<file path="src/rtl/wb_csr_commit.sv">
// Writeback commit controller: CSR access, exception/ertn commit,
// pipeline flush and register-file write for the WB stage.
module wb_csr_commit #(
  parameter int FLUSH_HOLD = 1,
  parameter int INT_SYNC   = 1
) (
  input  logic        clk,
  input  logic        resetn,
  input  logic        ms_to_ws_valid,
  output logic        ws_allow_in,
  input  logic [31:0] ms_pc,
  input  logic [1:0]  ms_csr_op,
  input  logic [13:0] ms_csr_num,
  input  logic [31:0] ms_rj_value,
  input  logic [31:0] ms_rkd_value,
  input  logic        ms_ertn,
  input  logic        ms_ex,
  input  logic [5:0]  ms_ecode,
  input  logic [8:0]  ms_esubcode,
  input  logic [31:0] ms_vaddr,
  input  logic        ms_rf_we,
  input  logic [4:0]  ms_rf_waddr,
  input  logic [31:0] ms_result,
  output logic        csr_re,
  output logic [13:0] csr_num,
  input  logic [31:0] csr_rvalue,
  output logic        csr_we,
  output logic [31:0] csr_wmask,
  output logic [31:0] csr_wvalue,
  input  logic        has_int,
  input  logic [31:0] ex_entry,
  input  logic [31:0] ertn_entry,
  output logic        wb_ex,
  output logic        ertn_flush,
  output logic [5:0]  wb_ecode,
  output logic [8:0]  wb_esubcode,
  output logic [31:0] wb_vaddr,
  output logic [31:0] wb_pc,
  output logic        flush,
  output logic [31:0] flush_target,
  output logic        rf_we,
  output logic [4:0]  rf_waddr,
  output logic [31:0] rf_wdata,
  output logic [31:0] debug_wb_pc,
  output logic [3:0]  debug_wb_rf_we,
  output logic [4:0]  debug_wb_rf_wnum,
  output logic [31:0] debug_wb_rf_wdata
);

  typedef struct packed {
    logic [31:0] pc;
    logic [1:0]  op;
    logic [13:0] num;
    logic [31:0] rj;
    logic [31:0] rkd;
    logic        ertn;
    logic        ex;
    logic [5:0]  ecode;
    logic [8:0]  esub;
    logic [31:0] vaddr;
    logic        rf_we;
    logic [4:0]  waddr;
    logic [31:0] result;
  } ws_pl_t;

  localparam logic [1:0] HOLD = 2'(FLUSH_HOLD);

  ws_pl_t     pl_q;
  ws_pl_t     pl_d;
  logic       ws_valid;
  logic [1:0] hold_cnt;
  logic       int_q;
  logic       int_src;
  logic       take_int;
  logic       accept;
  logic       op_wr;
  logic       op_xchg;

  assign ws_allow_in = 1'b1;

  assign pl_d = '{
    pc:     ms_pc,
    op:     ms_csr_op,
    num:    ms_csr_num,
    rj:     ms_rj_value,
    rkd:    ms_rkd_value,
    ertn:   ms_ertn,
    ex:     ms_ex,
    ecode:  ms_ecode,
    esub:   ms_esubcode,
    vaddr:  ms_vaddr,
    rf_we:  ms_rf_we,
    waddr:  ms_rf_waddr,
    result: ms_result
  };

  assign accept = ms_to_ws_valid & ws_allow_in
                & ~flush & (hold_cnt == 2'd0);

  // WB valid, post-flush hold window and payload capture
  always_ff @(posedge clk or negedge resetn) begin
    if (!resetn) begin
      ws_valid <= 1'b0;
      hold_cnt <= 2'd0;
      pl_q     <= '0;
    end else begin
      if (flush) begin
        ws_valid <= 1'b0;
        hold_cnt <= HOLD;
      end else if (hold_cnt != 2'd0) begin
        ws_valid <= 1'b0;
        hold_cnt <= hold_cnt - 2'd1;
      end else begin
        ws_valid <= ms_to_ws_valid & ws_allow_in;
      end
      if (accept) pl_q <= pl_d;
    end
  end

  // interrupt request synchroniser
  always_ff @(posedge clk or negedge resetn) begin
    if (!resetn) int_q <= 1'b0;
    else         int_q <= has_int;
  end

  assign int_src  = (INT_SYNC != 0) ? int_q : has_int;
  assign take_int = ws_valid & int_src;

  assign wb_ex      = ws_valid & (pl_q.ex | take_int);
  assign ertn_flush = ws_valid & pl_q.ertn & ~wb_ex;

  assign wb_ecode    = (wb_ex & ~take_int) ? pl_q.ecode : 6'h00;
  assign wb_esubcode = (wb_ex & ~take_int) ? pl_q.esub  : 9'h000;
  assign wb_vaddr    = wb_ex ? pl_q.vaddr : 32'h0;
  assign wb_pc       = ws_valid ? pl_q.pc : 32'h0;

  assign op_wr   = (pl_q.op == 2'b10);
  assign op_xchg = (pl_q.op == 2'b11);

  assign csr_re     = ws_valid & (pl_q.op != 2'b00);
  assign csr_num    = pl_q.num;
  assign csr_we     = ws_valid & (op_wr | op_xchg) & ~wb_ex;
  assign csr_wvalue = pl_q.rkd;

  // write mask: full word for csrwr, rj for csrxchg
  always_comb begin
    csr_wmask = 32'h0;
    unique case (1'b1)
      op_wr:   csr_wmask = 32'hFFFF_FFFF;
      op_xchg: csr_wmask = pl_q.rj;
      default: csr_wmask = 32'h0;
    endcase
  end

  assign rf_we    = ws_valid & pl_q.rf_we & ~wb_ex;
  assign rf_waddr = pl_q.waddr;
  assign rf_wdata = (pl_q.op != 2'b00) ? csr_rvalue : pl_q.result;

  assign flush        = wb_ex | ertn_flush;
  assign flush_target = wb_ex      ? ex_entry   :
                        ertn_flush ? ertn_entry : 32'h0;

  assign debug_wb_pc       = pl_q.pc;
  assign debug_wb_rf_we    = {4{rf_we}};
  assign debug_wb_rf_wnum  = rf_waddr;
  assign debug_wb_rf_wdata = rf_wdata;

endmodule

</file>
<file path="config.mk">
export PLATFORM = sky130hd
export DESIGN_NAME = wb_csr_commit
export DESIGN_NICKNAME = d
export VERILOG_FILES = /design/src/rtl/wb_csr_commit.sv
export SDC_FILE = /design/constraint.sdc
export NUM_CORES = 1
export LEC_CHECK = 0
export CORE_AREA = 2 2 234 236
export CTS_BUF_LIST = sky130_fd_sc_hd__clkbuf_16
export DETAILED_ROUTE_END_ITERATION = 10
export DIE_AREA = 0 0 236 238
export GPL_TIMING_DRIVEN = 0
export PLACE_DENSITY_LB_ADDON = 0.3
export SLEW_MARGIN = 20
export SYNTH_ARGS = -nofsm -noshare
export SYNTH_HDL_FRONTEND = slang
export SYNTH_SLANG_ARGS = --single-unit
</file>
<file path="constraint.sdc">
create_clock -name clk -period 2.08 [get_ports clk]
set_input_delay 0.416 -clock clk [delete_from_list [all_inputs] [get_ports clk]]
set_output_delay 0.416 -clock clk [all_outputs]
set_load 0.02 [all_outputs]
</file>
==> run_results.csv <==
group,metric,value,unit
status,status,"finished, violations left",
status,violations,"negative setup slack",
worst_setup_path,arrival,2.03,ns
worst_setup_path,timing.rr.end,"csr_wvalue[1]",
placement,portBuffers,603,
pwr,seqPwrFrac,0.242,
cts,htreeDepth,1,
global_routing,grt_usage,0.144,
pwr,comb_power_share,0.616,
sta,worst_pin_slew,0.513,ns
drt,wl_per_cell,19.3,um
cts,cts_tree,"done",
global_routing,grt_pass1_wl,61400,um
drt,wirelength,42800,um
global_routing,first_global_vias,9518,
worst_setup_path,crit_path_end,"flush_target[6]",
hold_path,hold_path.class,"input pin to register",
worst_setup_path,reg2reg_slack,0.04,ns
run,cap_violations,0,
worst_setup_path,crit_path_start,"ws_valid",
final_layout,fill_cells,5115,
final_layout,fin_nets,1794,
cts,cts_buffers,26,
drt,vias,8590,
pwr,powerDensity,1490,nW/um^2
drt,first_pass_iters,4,
sta,drv_slew,0,
cts,numClockSinks,203,
worst_setup_path,cp-end-kind,"primary output",
sta,fmax,408,MHz
cts,worstSkewPairLatency,0.54,ns
pwr,p_total,30.8,mW
global_routing,grt_max_degree,90,
yosys,synth_cell_types,27,
floorplan,die_x,236,um
yosys,ys_ff_latch,203,
floorplan,die_h,238,um
sta,final.setup.tns,-47.66,ns
sta,hold_viol_final,0,
floorplan,core_area,53500,um^2
worst_setup_path,crit_slowest_cell,"dfrtp_1",
global_routing,antenna_found_initial,4,
final_layout,layout.cells.most_common,"clkdlybuf4s50_1",
sta,setup_slack,-0.368,ns
hold_path,holdPathStages,1,
hold_path,holdCritStartpoint,"has_int",
drt,vias_per_cell,3.88,
worst_setup_path,slowest_delay,0.43,ns
worst_setup_path,reg2reg_from,"int_q",
floorplan,row_count,85,
worst_setup_path,worstPathCellList,"buf_6 > and4bb_4 > buf_12 > buf_8 > buf_12 > a22o_1 > buf_6",
pwr,clkPwrFrac,0.142,
sta,relSlewSlack,0.658,
sta,finalCritPeriodShare,1.18,
sta,period_needed,2.45,ns
drt,ant_nets,0,
worst_setup_path,crit_path_start_kind,"register",
drt,drtIter0Drc,297,
floorplan,initial_core_util,0.209,
pwr,switchingPower,10.9,mW
sta,timing.hold.ws,0.321,ns
final_layout,multiInputGateArea,4930,um^2
final_layout,final_cell_mix,"333 x clkdlybuf4s50_1, 241 x buf_6, 229 x mux2_4",
worst_setup_path,worstPathRequired,1.66,ns
cts,clk_transition_reported_paths,0.06,ns
final_layout,regArea,5090,um^2
floorplan,fp.dieArea,56200,um^2
sta,rsz0062_at_grt,"true",
placement,gp_congestion,0.837,
pwr,p_leak,9.74,nW
final_layout,drive_gt1_frac,0.542,
yosys,synth_cells,802,
global_routing,gr-total-overflow,0,
placement,hpwlAfterDp,31200,um
cts,ctsRootBufferMaster,"clkbuf_16",
pwr,switching_share,0.352,
pwr,p_int,20.0,mW
yosys,mappedNetlistArea,11200,um^2
drt,drcViolationCount,0,
yosys,yosys_warnings,0,
yosys,avgSynthCellArea,14.0,um^2
sta,finalSetupViolCount,204,
sta,fin_worst_skew,0.0128,ns
yosys,seq_area_frac_synth,0.454,
yosys,synth_nets,1102,
floorplan,pin_count,605,
worst_setup_path,path_class,"register to primary output",
pwr,peakVddDrop,736,uV
cts,clk_path_buf_depth,3,
final_layout,area_growth,85.6,%
worst_setup_path,rr_worst_depth,6,
worst_setup_path,critical_path.max_fanout,8,
[how the worst min path moves through the flow]
stage                       to
floorplan           csr_num[0]
detailed placement   pl_q[123]
finish                   int_q
CTS                      int_q
global route             int_q
global placement      pl_q[50]
[worst max-delay path, delay by kind of cell (launching register included)]
kind	cells	cell delay, ns
flops	1	0.43
simple gates	1	0.20
buf+inv	5	0.66
compound gates	1	0.19
[layer usage]
layer,part of all wire,GRT usage
met5,0,0
met3,0.067,0.0396
met4,0.023,0.0357
met1,0.39,0.168
met2,0.52,0.261
[registers in the layout, summed over array words and instances, names as in the netlist]
name	flops
pl_q	116
int_q	1
debug_wb_pc	32
csr_num	14
debug_wb_rf_wnum	5
hold_cnt	2
csr_wvalue	32
ws_valid	1
[power groups by stage]
stage | clock (mW) | sequential (mW) | combinational [mW]
2_1_floorplan | 0 | 6.85 | 10.8
3_3_place_gp | 0 | 7.41 | 16.9
3_5_place_dp | 0 | 7.40 | 17.0
4_1_cts | 4.57 | 7.46 | 18.8
5_1_grt | 4.72 | 7.74 | 20.0
6_report | 4.38 | 7.47 | 19.0
[per-stage QoR]
step | cell area [um^2] | std cells | utilization | setup slack, ns
floorplan | 11200 | 802 | - | 0.0549
global placement | 18100 | 2101 | 0.338 | -8.74
detailed placement | 18200 | 2103 | 0.339 | -1.17
CTS | 20300 | 2200 | 0.379 | -0.473
global route | 20800 | 2212 | 0.388 | -0.467
finish | 20800 | 2213 | 0.388 | -0.368
[cells in the mapped netlist]
| cell | instances | area share |
|---|---|---|
| dfrtp_1 | 203 | 0.45 |
| mux2_4 | 197 | 0.26 |
| buf_4 | 125 | 0.084 |
| and2_1 | 79 | 0.044 |
| a22o_1 | 34 | 0.027 |
| inv_1 | 34 | 0.011 |
| a21boi_0 | 32 | 0.021 |
| mux2_2 | 32 | 0.032 |
| buf_12 | 22 | 0.039 |
| clkbuf_1 | 19 | 0.0064 |
| buf_2 | 4 | 0.0018 |
| nor2_1 | 3 | 0.0010 |
| and4bb_2 | 2 | 0.0022 |
| buf_1 | 2 | 0.00067 |
| nand2_1 | 2 | 0.00067 |
| a21oi_1 | 1 | 0.00045 |
| and3b_2 | 1 | 0.00089 |
| conb_1 | 1 | 0.00034 |
| ha_1 | 1 | 0.0011 |
| nand2b_1 | 1 | 0.00056 |
| nor2_8 | 1 | 0.0018 |
| nor2b_1 | 1 | 0.00056 |
| nor3_1 | 1 | 0.00045 |
| o21a_1 | 1 | 0.00067 |
| o31a_4 | 1 | 0.0016 |
| or2_2 | 1 | 0.00056 |
| xor2_1 | 1 | 0.00078 |
[logic make-up after synthesis]
family / Yosys count / synth area share
buf+inv: 206 / 0.143
fa+ha+maj: 1 / 0.00112
mux: 229 / 0.297
simple gates: 92 / 0.0529
flops: 203 / 0.454
compound gates: 69 / 0.0508
other cells: 1 / 0.000335
xor+xnor: 1 / 0.000783
[cell type report]
cell class              instances  share of cell area
flip-flops and latches        203               0.245
clock buffers                  27              0.0325
plain buffers                 169              0.0927
diodes                          3            0.000362
clock inverters                21             0.00693
multi-input cells             393               0.238
repair buffers                667               0.337
well taps                     696              0.0419
inverters                      34             0.00615
[what timing repair did]
action / in CTS / in global routing
gates resized for setup: 1546 / 142
pin swaps: 15 / 51
cloned: 12 / 3
setup buffers: 37 / 16
setup endpoints to repair: 256 / 231
hold endpoints to repair: 27 / 0
hold buffers: 1 / 0
Power figures use the tool's default switching activity.
